<file path="config.mk">
export PLATFORM = sky130hd
export DESIGN_NAME = jogador_automatico
export DESIGN_NICKNAME = d
export VERILOG_FILES = /design/src/rtl/jogador_automatico_pkg.sv /design/src/rtl/jogador_automatico_temporizador.sv /design/src/rtl/jogador_automatico.sv
export SDC_FILE = /design/constraint.sdc
export NUM_CORES = 1
export LEC_CHECK = 0
export CAP_MARGIN = 20
export CORE_UTILIZATION = 55
export DETAILED_ROUTE_END_ITERATION = 8
export HOLD_SLACK_MARGIN = 0.12
export PLACE_DENSITY_LB_ADDON = 0.25
export SLEW_MARGIN = 20
export SYNTH_ARGS = -nofsm -noshare
export SYNTH_HDL_FRONTEND = slang
export SYNTH_SLANG_ARGS = --single-unit
</file>
<file path="constraint.sdc">
create_clock -name clock -period 3.1 [get_ports clock]
set_input_delay 0.62 -clock clock [delete_from_list [all_inputs] [get_ports clock]]
set_output_delay 0.62 -clock clock [all_outputs]
set_load 0.01 [all_outputs]
</file>
<file path="src/rtl/jogador_automatico_pkg.sv">
// Shared definitions for the automatic player: state codes, button constants and helpers.
package jogador_automatico_pkg;

  typedef enum logic [3:0] {
    OBSERVA      = 4'd0,
    PRESSIONA    = 4'd1,
    SOLTA        = 4'd2,
    ACRESCENTA_P = 4'd3,
    ACRESCENTA_S = 4'd4,
    FIM          = 4'd5,
    HOLDOFF      = 4'd6
  } estado_t;

  localparam logic [3:0] BOTAO_0      = 4'b0001;
  localparam logic [3:0] BOTAO_1      = 4'b0010;
  localparam logic [3:0] BOTAO_2      = 4'b0100;
  localparam logic [3:0] BOTAO_3      = 4'b1000;
  localparam logic [3:0] LFSR_SEMENTE = 4'b1001;

  function automatic logic eh_one_hot(input logic [3:0] v);
    return (v == BOTAO_0) || (v == BOTAO_1) || (v == BOTAO_2) || (v == BOTAO_3);
  endfunction

  function automatic logic [3:0] one_hot_de(input logic [1:0] sel);
    logic [3:0] r;
    case (sel)
      2'd0:    r = BOTAO_0;
      2'd1:    r = BOTAO_1;
      2'd2:    r = BOTAO_2;
      default: r = BOTAO_3;
    endcase
    return r;
  endfunction

  // Corrupted press: rotate left, so button 3 wraps to button 0.
  function automatic logic [3:0] rotaciona(input logic [3:0] v);
    return {v[2:0], v[3]};
  endfunction

  function automatic int unsigned maior(input int unsigned a, input int unsigned b);
    return (a > b) ? a : b;
  endfunction

endpackage

</file>
<file path="src/rtl/jogador_automatico_temporizador.sv">
// Loadable down-counter with a registered "reached zero" flag; saturates at zero.
module temporizador_jogador #(
  parameter int unsigned LARGURA = 9
) (
  input  logic               clock,
  input  logic               reset,
  input  logic               carregar,
  input  logic               decrementar,
  input  logic [LARGURA-1:0] valor,
  output logic               fim
);

  logic [LARGURA-1:0] contador_q, contador_d;
  logic               fim_q;

  always_comb begin
    contador_d = contador_q;
    if (carregar) begin
      contador_d = valor;
    end else if (decrementar && (contador_q != '0)) begin
      contador_d = contador_q - LARGURA'(1);
    end
  end

  always_ff @(posedge clock or posedge reset) begin
    if (reset) begin
      contador_q <= '0;
      fim_q      <= 1'b1;
    end else begin
      contador_q <= contador_d;
      fim_q      <= (contador_d == '0);
    end
  end

  assign fim = fim_q;

endmodule

</file>
<file path="src/rtl/jogador_automatico.sv">
// Automatic player: records one-hot LED items shown by the game, then replays them on botoes.
module jogador_automatico
  import jogador_automatico_pkg::*;
#(
  parameter int unsigned MIN_CICLOS   = 10,
  parameter int unsigned GAP_CICLOS   = 500,
  parameter int unsigned PRESS_CICLOS = 20,
  parameter int unsigned SOLTA_CICLOS = 80,
  parameter int unsigned PROF         = 16
) (
  input  logic       clock,
  input  logic       reset,
  input  logic       habilitar,
  input  logic [3:0] leds,
  input  logic       acrescentar,
  input  logic       injeta_erro,
  output logic [3:0] botoes,
  output logic       ocupado,
  output logic       concluido,
  output logic       estouro,
  output logic [4:0] db_quantidade,
  output logic [3:0] db_estado
);

  localparam int unsigned AW = $clog2(PROF);
  localparam int unsigned QW = AW + 1;
  localparam int unsigned EW = $clog2(MIN_CICLOS + 3);
  localparam int unsigned TW = $clog2(maior(maior(GAP_CICLOS, PRESS_CICLOS), SOLTA_CICLOS) + 1);

  estado_t       state_q, state_d;
  logic [3:0]    botoes_q, botoes_d;
  logic          ocupado_q, ocupado_d;
  logic          concluido_q, concluido_d;
  logic          estouro_q, estouro_d;
  logic [QW-1:0] quant_q, quant_d;
  logic [AW-1:0] idx_q, idx_d;
  logic [EW-1:0] estab_q, estab_d;
  logic [3:0]    prev_q, prev_d;
  logic [3:0]    lfsr_q, lfsr_d;
  logic          hab_q, hab_d;

  logic [3:0]    mem_q [PROF];
  logic          mem_we;
  logic [AW-1:0] mem_addr;
  logic [3:0]    mem_wdata;

  logic          tmr_carregar, tmr_dec, tmr_fim;
  logic [TW-1:0] tmr_valor;

  logic [AW-1:0] nxt_idx;
  logic          ultimo;
  logic [3:0]    valor_press;
  logic [3:0]    valor_extra;
  logic          um_hot;
  logic [EW-1:0] corrida;

  temporizador_jogador #(.LARGURA(TW)) u_temporizador (
    .clock       (clock),
    .reset       (reset),
    .carregar    (tmr_carregar),
    .decrementar (tmr_dec),
    .valor       (tmr_valor),
    .fim         (tmr_fim)
  );

  // Next press: index 0 when leaving OBSERVA, otherwise the following stored item.
  assign nxt_idx     = (state_q == OBSERVA) ? '0 : (idx_q + AW'(1));
  assign ultimo      = ((QW'(nxt_idx) + QW'(1)) == quant_q);
  assign valor_press = (ultimo && injeta_erro) ? rotaciona(mem_q[nxt_idx]) : mem_q[nxt_idx];
  assign valor_extra = one_hot_de(lfsr_q[1:0]);

  // Length of the current run of an unchanged one-hot value, including this cycle.
  assign um_hot  = eh_one_hot(leds);
  assign corrida = !um_hot ? '0 : ((leds == prev_q) ? (estab_q + EW'(1)) : EW'(1));

  always_comb begin
    state_d      = state_q;
    botoes_d     = botoes_q;
    concluido_d  = 1'b0;
    estouro_d    = estouro_q;
    quant_d      = quant_q;
    idx_d        = idx_q;
    estab_d      = estab_q;
    prev_d       = prev_q;
    lfsr_d       = {lfsr_q[2:0], lfsr_q[3] ^ lfsr_q[2]};
    hab_d        = habilitar;
    tmr_carregar = 1'b0;
    tmr_dec      = 1'b0;
    tmr_valor    = '0;
    mem_we       = 1'b0;
    mem_addr     = quant_q[AW-1:0];
    mem_wdata    = leds;

    if (habilitar && !hab_q) begin
      estouro_d = 1'b0;
    end

    if (!habilitar) begin
      state_d      = OBSERVA;
      botoes_d     = '0;
      quant_d      = '0;
      idx_d        = '0;
      estab_d      = '0;
      prev_d       = '0;
      tmr_carregar = 1'b1;
    end else begin
      unique case (state_q)
        OBSERVA: begin
          botoes_d = '0;
          prev_d   = leds;
          estab_d  = (corrida > EW'(MIN_CICLOS + 1)) ? EW'(MIN_CICLOS + 1) : corrida;
          if (corrida == EW'(MIN_CICLOS)) begin
            if (quant_q == QW'(PROF)) begin
              estouro_d = 1'b1;
            end else begin
              mem_we  = 1'b1;
              quant_d = quant_q + QW'(1);
            end
          end
          // Timer doubles as the quiet counter: reloaded by any activity on leds.
          if (leds != '0) begin
            tmr_carregar = 1'b1;
            tmr_valor    = TW'(GAP_CICLOS - 1);
          end else if (tmr_fim && (quant_q != '0)) begin
            state_d      = PRESSIONA;
            idx_d        = nxt_idx;
            botoes_d     = valor_press;
            tmr_carregar = 1'b1;
            tmr_valor    = TW'(PRESS_CICLOS - 1);
          end else begin
            tmr_dec = 1'b1;
          end
        end
        PRESSIONA, ACRESCENTA_P: begin
          if (tmr_fim) begin
            state_d      = (state_q == PRESSIONA) ? SOLTA : ACRESCENTA_S;
            botoes_d     = '0;
            tmr_carregar = 1'b1;
            tmr_valor    = TW'(SOLTA_CICLOS - 1);
          end else begin
            tmr_dec = 1'b1;
          end
        end
        SOLTA: begin
          if (!tmr_fim) begin
            tmr_dec = 1'b1;
          end else if ((QW'(idx_q) + QW'(1)) < quant_q) begin
            state_d      = PRESSIONA;
            idx_d        = nxt_idx;
            botoes_d     = valor_press;
            tmr_carregar = 1'b1;
            tmr_valor    = TW'(PRESS_CICLOS - 1);
          end else if (acrescentar) begin
            state_d      = ACRESCENTA_P;
            botoes_d     = valor_extra;
            tmr_carregar = 1'b1;
            tmr_valor    = TW'(PRESS_CICLOS - 1);
            if (quant_q < QW'(PROF)) begin
              mem_we    = 1'b1;
              mem_wdata = valor_extra;
            end
          end else begin
            state_d     = FIM;
            concluido_d = 1'b1;
            quant_d     = '0;
          end
        end
        ACRESCENTA_S: begin
          if (tmr_fim) begin
            state_d     = FIM;
            concluido_d = 1'b1;
            quant_d     = '0;
          end else begin
            tmr_dec = 1'b1;
          end
        end
        FIM: begin
          state_d      = HOLDOFF;
          tmr_carregar = 1'b1;
          tmr_valor    = TW'(GAP_CICLOS - 1);
        end
        HOLDOFF: begin
          if (tmr_fim) begin
            state_d = OBSERVA;
            prev_d  = '0;
            estab_d = '0;
          end else begin
            tmr_dec = 1'b1;
          end
        end
        default: begin
          state_d  = OBSERVA;
          botoes_d = '0;
        end
      endcase
    end

    ocupado_d = (state_d != OBSERVA);
  end

  always_ff @(posedge clock or posedge reset) begin
    if (reset) begin
      state_q     <= OBSERVA;
      botoes_q    <= '0;
      ocupado_q   <= 1'b0;
      concluido_q <= 1'b0;
      estouro_q   <= 1'b0;
      quant_q     <= '0;
      idx_q       <= '0;
      estab_q     <= '0;
      prev_q      <= '0;
      lfsr_q      <= LFSR_SEMENTE;
      hab_q       <= 1'b0;
    end else begin
      state_q     <= state_d;
      botoes_q    <= botoes_d;
      ocupado_q   <= ocupado_d;
      concluido_q <= concluido_d;
      estouro_q   <= estouro_d;
      quant_q     <= quant_d;
      idx_q       <= idx_d;
      estab_q     <= estab_d;
      prev_q      <= prev_d;
      lfsr_q      <= lfsr_d;
      hab_q       <= hab_d;
    end
  end

  // Sequence memory; contents are meaningless until written.
  always_ff @(posedge clock) begin
    if (mem_we) begin
      mem_q[mem_addr] <= mem_wdata;
    end
  end

  assign botoes        = botoes_q;
  assign ocupado       = ocupado_q;
  assign concluido     = concluido_q;
  assign estouro       = estouro_q;
  assign db_quantidade = 5'(quant_q);
  assign db_estado     = state_q;

endmodule

</file>
==> run_results.csv <==
group,metric,value,unit
global_route,antenna_found_initial,0,
yosys,syn-num-nets,558,
power,ir_worst_vdd,330.1,uV
global_route,grt_use_met3,0.04825,
yosys,synth_cell_types,67,
yosys,synth_largest_area_cell,"edfxtp_1",
global_route,met1_usage,0.3660,
yosys,yosysTopAreaCellShare,0.3358,
sta,tns,0,ns
global_route,use_met2,0.4457,
floorplan,core_area,9910,um^2
sta,worst_pin_slew,0.9357,ns
cts,cts_made_buffers,9,
yosys,synth_area_per_cell,10.66,um^2
route,wl,14410,um
sta,finClkSkew,0.01042,ns
cts,clkLatencyLatePin,0.39,ns
setup_path,cp_max_fo,17,
yosys,yosysMostFrequentCell,"edfxtp_1",
floorplan,die_area,10820,um^2
placed_design,place_hpwl,10070,um
placed_design,port_buffers,24,
yosys,synthesis.instances,537,
cts,cts-root-buf,"clkbuf_8",
cts,htreeDepth,3,
power,totalPowerFinal,2.870,mW
route,drtIter0Drc,414,
route,first_pass_iters,6,
sta,finalCriticalPeriod,3.012,ns
yosys,synthTopCellsByCount,"64 x edfxtp_1, 48 x nor2_1, 40 x dfrtp_1, 36 x o21ai_0, 34 x nand2_1",
yosys,ys_top_cells_by_area,"edfxtp_1 34%, dfrtp_1 17%, o21ai_0 3.1%, nor2_1 3.1%, mux2_2 3.0%",
layout,syn2layout_area_growth,16.27,%
floorplan,num_rows,36,
cts,hold_buffers,0,
route,num_vias,4665,
floorplan,die_w,104.0,um
layout,finalNetCount,624,
setup_path,path_class,"flop to flop",
cts,clock-sinks,107,
layout,post-route-util,0.6715,
cts,clockBufferDepth,2,
yosys,synth_seq_cells,107,
global_route,busiest_layer,"met2",
sta,finalSetupViolCount,0,
global_route,grt_use_total,0.2736,
layout,drive_above_1_share,0.1743,
sta,fmaxAchievable,0.3320,GHz
power,leakage,2.519,nW
global_route,overflow,0,
route,post_drt_wl_per_cell,19.45,um
placed_design,gp_congestion,0.9028,
floorplan,io_pins,25,
sta,slew_violations,0,
yosys,seq_area_frac_synth,0.5245,
min_path,hold_path.class,"flop to flop",
sta,max_slew_margin,0.3709,
placed_design,place_area,6435,um^2
sta,hold_viol,0,
cts,cts_tree,"done",
yosys,syn_area,5723,um^2
flow_run,max_cap_violations,0,
cts,cts_resized,0,
yosys,synth-edff-count,64,
yosys,ys.flop_type,"edfxtp_1",
sta,period_share,0.9715,
global_route,grt_max_degree,44,
yosys,synthArstFlopShare,0.4019,
setup_path,worst_ep_arrival_time,3.29,ns
floorplan,die_y,104.0,um
yosys,yosysWarnings,0,
sta,holdWs,0.4151,ns
sta,rsz0062_at_grt,"yes",
setup_path,critPathLaunchType,"flop",
route,postRouteAntennaNets,0,
run_status,status,"complete, no violations",
setup_path,required,3.38,ns
layout,n_antenna_cell,0,
setup_path,crit_path_end_kind,"flop",
cts,cts.clk_slew.worst_paths,0.10,ns
route,viasPerCell,6.296,
global_route,first_global_vias,4595,
power,power_density,431.4,nW/um^2
cts,postCtsSetupBuffers,0,
global_route,grt_pass1_wl,23080,um
layout,finalInstanceArea,6654,um^2
layout,fillers,773,
route,drc,0,
floorplan,initial_utilization,0.5775,
[state kept, by name, summed over array words and instances (netlist names)]
register,flops
botoes,4
concluido,1
db_estado,4
db_quantidade,5
estab_q,4
estouro,1
hab_q,1
idx_q,4
lfsr_q,4
mem_q,64
ocupado,1
prev_q,4
u_temporizador.contador_q,9
u_temporizador.fim,1
[stage by stage]
step / instances / worst slack (ns)
after floorplan: 537 / 0.02825
after global placement: 725 / -0.1130
after detailed placement: 725 / -0.1800
after CTS: 741 / 0.09118
after global routing: 741 / -0.02283
final: 741 / 0.08835
[logic make-up after synthesis]
kind of cell	share of synthesized area
XOR/XNOR	0.03367
flip-flops	0.5245
multiplexers	0.05422
other	0.0006553
AND/OR/NAND/NOR	0.1747
buffers and inverters	0.03432
adder cells (fa/ha/maj)	0.02623
AO/OA/AOI/OAI	0.1517
[per-layer routing]
metal  share of wire  vias to the layer above
li1                -                     2141
met1            0.42                     2252
met2            0.48                      239
met3           0.080                       33
met4           0.018                        0
met5               0                        -
[power breakdown]
group	switching, mW	internal [mW]
Clock	0.515	0.310
Sequential	0.0232	1.54
Combinational	0.288	0.199
Total	0.826	2.04
[layout make-up]
cell class              instances  area [um^2]  area share
clock inverters                 6        56.30    0.008462
repair buffers                 82        679.4      0.1021
inverters                      16        60.06    0.009026
multi-input cells             387         2562      0.3851
flip-flops and latches        107         3002      0.4511
clock buffers                  10        127.6     0.01918
well taps                     133        166.4     0.02501
[path summary, 6_finish.rpt]
path                                              from                            to  slack, ns  depth (start not counted)
worst max-delay path            db_estado[1]$_DFF_PP0_         botoes[1]$_DFFE_PP0P_       0.09                          8
worst min-delay path               lfsr_q[2]$_DFF_PP0_           lfsr_q[3]$_DFF_PP1_       0.42                          0
worst max register to register  db_estado[1]$_DFF_PP0_         botoes[1]$_DFFE_PP0P_       0.09                          8
worst min register to register     lfsr_q[2]$_DFF_PP0_           lfsr_q[3]$_DFF_PP1_       0.42                          0
max in group asynchronous                        reset  u_temporizador.fim$_DFF_PP1_       2.06                          3
min in group asynchronous                        reset         prev_q[2]$_DFFE_PP0P_       0.66                          3
[layout by cell type, fill, tap and decap left out, types with 7 or more instances in the layout]
cell,count
clkdlybuf4s50_1,24
xnor2_1,8
nand3_1,19
edfxtp_1,64
o211ai_1,7
dfrtp_1,40
a211oi_1,9
mux2_2,11
clkbuf_8,9
nor4_1,8
a22o_1,8
nand4_1,7
a21oi_1,27
nor2_1,48
o21ai_0,36
nor3_1,20
ha_1,12
nand2_1,34
xor2_1,13
inv_1,15
buf_4,57
mux2i_1,13
nor2b_1,7
[worst max-delay path, stage by stage, from the launching register on]
cell and delay [ns]:
dfrtp_1 0.43, or4_1 0.53, buf_4 0.23, nand2_1 0.39, a31oi_1 0.23, nor4_1 0.57
a211oi_1 0.17, mux2i_1 0.25, o21ai_1 0.09
(Power assumes the default switching activity.)
